[config.mk]
export PLATFORM = sky130hd
export DESIGN_NAME = hsiao2_64_err_mon
export DESIGN_NICKNAME = d
export VERILOG_FILES = /design/src/rtl/hsiao2_64_err_mon.sv
export SDC_FILE = /design/constraint.sdc
export NUM_CORES = 1
export LEC_CHECK = 0
export CORE_ASPECT_RATIO = 0.7
export CORE_UTILIZATION = 35
export DETAILED_ROUTE_END_ITERATION = 16
export DONT_BUFFER_PORTS = 1
export PLACE_DENSITY = 0.49
export SYNTH_ARGS = -nofsm -noshare
export SYNTH_HDL_FRONTEND = slang
export SYNTH_SLANG_ARGS = --single-unit
export TNS_END_PERCENT = 1
[constraint.sdc]
create_clock -name clk -period 2.8 [get_ports clk]
set_input_delay 0.28 -clock clk [delete_from_list [all_inputs] [get_ports clk]]
set_output_delay 0.28 -clock clk [all_outputs]
set_load 0.02 [all_outputs]
[src/rtl/hsiao2_64_err_mon.sv]
// Error monitor behind the 72/64 Hsiao SEC-DED decoder: saturating CE/UE counters, first-UE address capture, irq, scrub requester.
// Define HSIAO2_64_SCRUB_EN to build the scrub FSM; otherwise the scrub outputs are tied low.
module hsiao2_64_err_mon #(
   parameter int ADDR_W = 32,
   parameter int CNT_W  = 16
) (
   input  logic              clk,
   input  logic              reset_n,
   input  logic              enable,
   input  logic              i_valid,
   input  logic [ADDR_W-1:0] i_addr,
   input  logic [63:0]       i_data,
   input  logic              i_err_detec,
   input  logic              i_err_corr,
   input  logic              i_clr,
   input  logic              i_scrub_ack,
   output logic [CNT_W-1:0]  o_corr_cnt,
   output logic [CNT_W-1:0]  o_fatal_cnt,
   output logic              o_first_vld,
   output logic [ADDR_W-1:0] o_first_addr,
   output logic              o_irq,
   output logic              o_scrub_req,
   output logic [ADDR_W-1:0] o_scrub_addr,
   output logic [63:0]       o_scrub_data,
   output logic              o_scrub_drop
);

   // The decoder's own fatal flag is unusable (it is set on clean words), so UE is derived here.
   logic sample, ce, ue;
   assign sample = enable & i_valid;
   assign ce     = sample & i_err_corr;
   assign ue     = sample & i_err_detec & ~i_err_corr;

   function automatic logic [CNT_W-1:0] sat_inc(input logic [CNT_W-1:0] c);
      return (&c) ? c : c + CNT_W'(1);
   endfunction

   always_ff @(posedge clk or negedge reset_n) begin
      if (!reset_n) begin
         o_corr_cnt   <= '0;
         o_fatal_cnt  <= '0;
         o_first_vld  <= 1'b0;
         o_first_addr <= '0;
         o_irq        <= 1'b0;
      end else if (i_clr) begin
         o_corr_cnt   <= '0;
         o_fatal_cnt  <= '0;
         o_first_vld  <= 1'b0;
         o_first_addr <= '0;
         o_irq        <= 1'b0;
      end else begin
         if (ce)
            o_corr_cnt <= sat_inc(o_corr_cnt);
         if (ue) begin
            o_fatal_cnt <= sat_inc(o_fatal_cnt);
            o_irq       <= 1'b1;
            if (!o_first_vld) begin
               o_first_vld  <= 1'b1;
               o_first_addr <= i_addr;
            end
         end
      end
   end

`ifdef HSIAO2_64_SCRUB_EN
   typedef enum logic {S_IDLE, S_REQ} scrub_state_t;
   scrub_state_t state, state_nx;
   logic         load, drop_nx;

   always_comb begin
      state_nx = state;
      load     = 1'b0;
      drop_nx  = 1'b0;
      case (state)
         S_IDLE: begin
            if (ce) begin
               load     = 1'b1;
               state_nx = S_REQ;
            end
         end
         S_REQ: begin
            // An ack frees the single entry in the same cycle, so a coincident CE is accepted.
            if (i_scrub_ack) begin
               if (ce) load = 1'b1;
               else    state_nx = S_IDLE;
            end else if (ce) begin
               drop_nx = 1'b1;
            end
         end
         default: state_nx = S_IDLE;
      endcase
   end

   always_ff @(posedge clk or negedge reset_n) begin
      if (!reset_n) begin
         state        <= S_IDLE;
         o_scrub_addr <= '0;
         o_scrub_data <= '0;
         o_scrub_drop <= 1'b0;
      end else begin
         state        <= state_nx;
         o_scrub_drop <= drop_nx;
         if (load) begin
            o_scrub_addr <= i_addr;
            o_scrub_data <= i_data;
         end
      end
   end

   assign o_scrub_req = (state == S_REQ);
`else
   logic unused_scrub;
   assign unused_scrub = i_scrub_ack ^ (^i_data);
   assign o_scrub_req  = 1'b0;
   assign o_scrub_addr = '0;
   assign o_scrub_data = '0;
   assign o_scrub_drop = 1'b0;
`endif

endmodule

==> results of run 1 <==
[path summary, 6_finish.rpt]
kind / to / slack, ns / depth (start not counted)
worst min-delay path: o_fatal_cnt[5] / 0.03 / 1
min in group asynchronous: o_fatal_cnt[7] / 0.48 / 2
max in group asynchronous: o_first_addr[20] / 2.02 / 2
worst max register to register: o_corr_cnt[5] / 0.84 / 5
worst max-delay path: o_corr_cnt[5] / 0.84 / 5
worst min register to register: o_first_addr[13] / 0.65 / 1
[registers in the layout, indices dropped and copies added (netlist names)]
signal / cells
o_corr_cnt: 16
o_fatal_cnt: 16
o_first_addr: 32
o_irq: 1
[power groups by stage]
stage	registers (W)	clock network, W	logic [W]
after CTS	0.000976	0.00119	0.000184
after detailed placement	0.000992	0	0.000149
final	0.000976	0.00115	0.000184
after floorplan	0.000989	0	0.000255
after global routing	0.000977	0.00124	0.000205
after global placement	0.000992	0	0.000148
[kinds of logic after synthesis]
group	after synthesis	synth area share, %
buf+inv	121	22.5
compound gates	92	17.7
simple gates	91	15.4
flops	65	43.0
mux	2	0.596
fa+ha+maj	2	0.662
other cells	1	0.0992
[cell type report]
cell class / count / area share [%]
Clock inverter: 2 / 0.894
Timing Repair Buffer: 11 / 2.94
Tap cell: 132 / 4.22
Clock buffer: 14 / 6.99
Sequential cell: 65 / 41.5
Multi-Input combinational cell: 285 / 42.8
Inverter: 7 / 0.671
[routing by layer]
layer	share of wire [%]	routed length, um	vias up	global-route usage [%]
met1	45	3680	1294	19.9
met4	0.69	57	0	3.94
met3	9.1	746	6	6.04
li1	-	-	1205	-
met2	46	3750	128	20.8
met5	0	0	-	0
[cells in the mapped netlist, types with 4 or more instances]
cell type / instances
a21oi_1: 23
a22o_1: 32
buf_2: 4
buf_4: 101
clkbuf_1: 7
dfrtp_1: 65
inv_1: 7
nand2_1: 18
nand3_1: 9
nand4_1: 11
nor2_1: 7
o21a_1: 4
o21ai_0: 7
o311ai_0: 4
o31ai_1: 15
o41ai_1: 5
or3_1: 5
or4_1: 16
[worst register-to-register path, stage by stage, from the launching register on]
cell      delay [ns]
dfrtp_1         0.59
nand4_1         0.26
nor4_2          0.55
buf_4           0.24
o311ai_0        0.12
o41ai_1         0.09
[stage by stage]
step	power (W)	hold WS, ns	setup slack, ns	util (%)	area (um2)
2_1_floorplan	0.00124	-0.0156	1.06	-	4150
3_3_place_gp	0.00114	-0.0143	0.867	33.8	3530
3_5_place_dp	0.00114	-0.0142	0.844	33.8	3530
4_1_cts	0.00235	0.000331	0.836	37.5	3910
5_1_grt	0.00242	0.000196	0.654	37.5	3920
6_report	0.00231	0.0289	0.843	37.5	3920
==> impl_metrics.tcl, run 1 <==
set metrics [dict create \
    outcome "finished, final reports clean" \
    crit_chain "nand4_1 > nor4_2 > buf_4 > o311ai_0 > o41ai_1" \
    cts_hold_buf 5 \
    cpPeakStageDelay_ns 0.59 \
    area_delta_synth_final_pct 3.61 \
    synth_edf_count 0 \
    clk_latency_ns 0.33 \
    drv_cap 0 \
    crit_type "flip-flop to flip-flop" \
    place_inst 494 \
    crit_start "o_corr_cnt[12]" \
    layout_commonest_cell "conb_1" \
    hold_class "input port to flip-flop" \
    timing.rr.start "o_corr_cnt[12]" \
    cts_resized 0 \
    vias_per_cell 5.10 \
    cts_setup_buffers 0 \
    die_h_um 89.0 \
    crit_path_max_fanout 7 \
    grt_pass1_vias 2193 \
    setup_violations 0 \
    yosysTopAreaCell "dfrtp_1" \
    fin_crit_ns 1.96 \
    p_sw_share_pct 24.9 \
    antenna_found_initial 0 \
    avgSynthCellArea_um2 10.1 \
    slew_viol_final 0 \
    critical_path.startpoint_type "flip-flop" \
    hold_viol 0 \
    drt_wl_total_mm 8.24 \
    crit_buf_inv 1 \
    mappedNetlistArea_um2 3780 \
    ys_warn_count 0 \
    clock_sinks 65 \
    pwr-share-seq_pct 42.2 \
    end_kind "flip-flop" \
    nets 485 \
    row_count 31 \
    crit_slowest_cell "dfrtp_1" \
    vias 2633 \
    synthArstFlopShare_pct 100 \
    firstDrtPassIters 4 \
    numCtsBuffers 9 \
    numPortBuffers 0 \
    worst_ir_drop_vdd_v 0.000250 \
    yosysSeqAreaShare_pct 43.0 \
    core-area_um2 10400 \
    gp_congestion 0.736 \
    syn_inst 374 \
    internal-power_w 0.00173 \
    initial_core_util_pct 36.2 \
    ys_types 41 \
    drtIter0Drc 110 \
    wl_per_cell_um 16.0 \
    cp_top_family "simple AND/OR/NAND/NOR gates" \
    drive_gt1_share_pct 9.11 \
    most-common-layout-cells "conb_1, dfrtp_1, a22o_1, a21oi_1, nand2_1" \
    cts-root-buf "clkbuf_16" \
    arrival_ns 2.18 \
    die_w_um 126 \
    fmax_mhz 511 \
    power.clock.fraction_pct 49.8 \
    design.die.area_um2 11200 \
    grt_max_degree 66 \
    worst_slew_pin_slew_ns 0.680 \
    ys_ff_latch 65 \
    remaining_drc_errors 0 \
    cts_tree "yes" \
    p_switching_w 0.000576 \
    rsz0062_at_grt "false" \
    finalCritPeriodShare_pct 69.9 \
    clk_pin_slew_ns 0.05 \
    final_antenna_net_count 0 \
    grt_pass1_wl_mm 12.3 \
    grt_overflow_total 0 \
    p_leak_nw 1.75 \
    synth_top_area_share_pct 43.0 \
    grt_use_total_pct 14.5 \
    h-tree-depth 3 \
    totalNegativeSetupSlack_ns 0 \
    hpwl_mm 5.44 \
    seqCellArea_um2 1630 \
    worstHoldStart "i_clr" \
    powerDensity_nw_per_um2 590 \
    p_comb_share_pct 8.0 \
    diodes 0 \
    multiInputGateArea_um2 1680 \
    synth_ff_type "dfrtp_1" \
    nFillCells 1053 \
    worstPathRequired_ns 3.02 \
    max_slew_margin_pct 54.4 \
    finalClockSkew_ns 0.00545 \
    fin_cells 516 \
    ios 268 \
    synthTopCellsByArea "dfrtp_1, buf_4, a22o_1" \
    cts_buffer_depth 2 \
]
No activity file was read; power rests on OpenSTA's default activity.
==> run 2, diff against run 1 <==
- PLACE_DENSITY: 0.49 -> 0.51
- clock period: 2.8 -> 1.8 ns (I/O delays scaled with it)
==> impl_metrics.tcl, run 2 (same netlist as run 1, synthesis figures left out) <==
set metrics [dict create \
    clk_latency_ns 0.32 \
    grt_pass1_vias 2636 \
    fin_crit_ns 1.68 \
    design.die.area_um2 11200 \
    pwr-share-seq_pct 43.8 \
    cts_buffer_depth 2 \
    area_delta_synth_final_pct 18.7 \
    grt_max_degree 66 \
    critical_path.startpoint_type "flip-flop" \
    worstPathRequired_ns 2.01 \
    hpwl_mm 5.86 \
    cts_tree "yes" \
    placed_cell_area_um2 3820 \
    h-tree-depth 3 \
    largest-register "o_first_addr" \
    cts-root-buf "clkbuf_16" \
    arrival_ns 1.89 \
    finalCritPeriodShare_pct 93.4 \
    fin_util_pct 43.0 \
    p_leak_nw 2.06 \
    stdcell_area_um2 4490 \
    firstDrtPassIters 4 \
    biggestRegsByFlops "o_first_addr (32), o_corr_cnt (16), o_fatal_cnt (16)" \
    worst_ir_drop_vdd_v 0.000462 \
    power.clock.fraction_pct 45.9 \
    hold_class "input port to flip-flop" \
    finalClockSkew_ns 0.00579 \
    gp_congestion 0.774 \
    wl_per_cell_um 14.9 \
    final_antenna_net_count 0 \
    vias_per_cell 4.90 \
    numCtsBuffers 9 \
    totalNegativeSetupSlack_ns 0 \
    drtIter0Drc 86 \
    crit_path_max_fanout 5 \
    fmax_mhz 595 \
    grt_use_total_pct 15.5 \
    clock_sinks 65 \
    p_sw_share_pct 25.2 \
    setup_violations 0 \
    initial_core_util_pct 36.2 \
    slew_viol_final 0 \
    layout_commonest_cell "conb_1" \
    die_w_um 126 \
    remaining_drc_errors 0 \
    end_kind "flip-flop" \
    drt_wl_total_mm 8.65 \
    diodes 0 \
    p_comb_share_pct 10.3 \
    largest_register_ffs 32 \
    powerDensity_nw_per_um2 770 \
    antenna_found_initial 0 \
    drv_cap 0 \
    hold_viol 0 \
    outcome "finished, final reports clean" \
    nets 553 \
    p_switching_w 0.000872 \
    die_h_um 89.0 \
    vias 2848 \
    numPortBuffers 0 \
    clk_pin_slew_ns 0.05 \
    rsz0062_at_grt "true" \
    row_count 31 \
    max_slew_margin_pct 62.0 \
    drive_gt1_share_pct 17.1 \
    ios 268 \
    worst_slew_pin_slew_ns 0.566 \
    grt_overflow_total 0 \
    internal-power_w 0.00258 \
    core-area_um2 10400 \
    grt_pass1_wl_mm 13.4 \
    most-common-layout-cells "conb_1, dfrtp_1, buf_4, dlygate4sd3_1, a22o_1" \
    crit_type "flip-flop to flip-flop" \
    cts_setup_buffers 0 \
]
## run 2: layout make-up
type,instances,area [um2]
clock buffer,13,270
fill,1009,5940
inverter,7,26.3
multi-input combinational,285,1690
sequential,65,1630
tap,132,165
timing repair buffer,79,708
## run 2: repair_timing
item                                    in CTS  in global routing
endpoints found under the hold margin      125                  0
endpoints found under the setup margin       0                  9
gates resized for setup                      0                  4
hold buffers                                35                  0
## run 2: per-stage QoR
| step | power [W] | hold slack, ns | cells | worst slack, ns |
|---|---|---|---|---|
| 4_1_cts | 0.00352 | 0.0909 | 581 | 0.0593 |
| 2_1_floorplan | 0.00193 | -0.116 | 471 | 0.0559 |
| 3_3_place_gp | 0.00178 | -0.114 | 533 | 0.0874 |
| 6_report | 0.00346 | 0.106 | 581 | 0.118 |
| 5_1_grt | 0.00361 | 0.105 | 581 | -0.0189 |
| 3_5_place_dp | 0.00178 | -0.114 | 533 | 0.0643 |
## run 2: worst paths after layout
kind,cells after the start,slack [ns],endpoint,startpoint
max reg2reg,5,0.12,o_fatal_cnt[10],o_fatal_cnt[0]
min reg2reg,1,0.55,o_fatal_cnt[11],o_fatal_cnt[11]
min in group asynchronous,2,0.38,o_fatal_cnt[3],reset_n
max,5,0.12,o_fatal_cnt[10],o_fatal_cnt[0]
max in group asynchronous,2,1.10,o_first_addr[7],reset_n
min,2,0.11,o_corr_cnt[14],i_clr
## run 2: power by group through the flow
stage               sequential, W  clock [W]  combinational (W)
finish                    0.00151    0.00159           0.000356
global route              0.00151    0.00171           0.000393
CTS                       0.00151    0.00165           0.000357
detailed placement        0.00154          0           0.000243
global placement          0.00154          0           0.000242
floorplan                 0.00154          0           0.000397
## run 2: critical path, cell delays in order, from the launching register on
cell     delay [ns]
dfrtp_1        0.40
ha_2           0.22
and2_1         0.17
nand2_1        0.11
nor4_2         0.30
mux2_2         0.37
## run 2: metal layers
metal / part of all wire [%] / up-vias / GRT usage [%]
met3: 6.5 / 5 / 6.10
met2: 48 / 104 / 25.3
li1: - / 1331 / -
met4: 0.68 / 0 / 4.27
met5: 0 / - / 0
met1: 45 / 1408 / 19.4
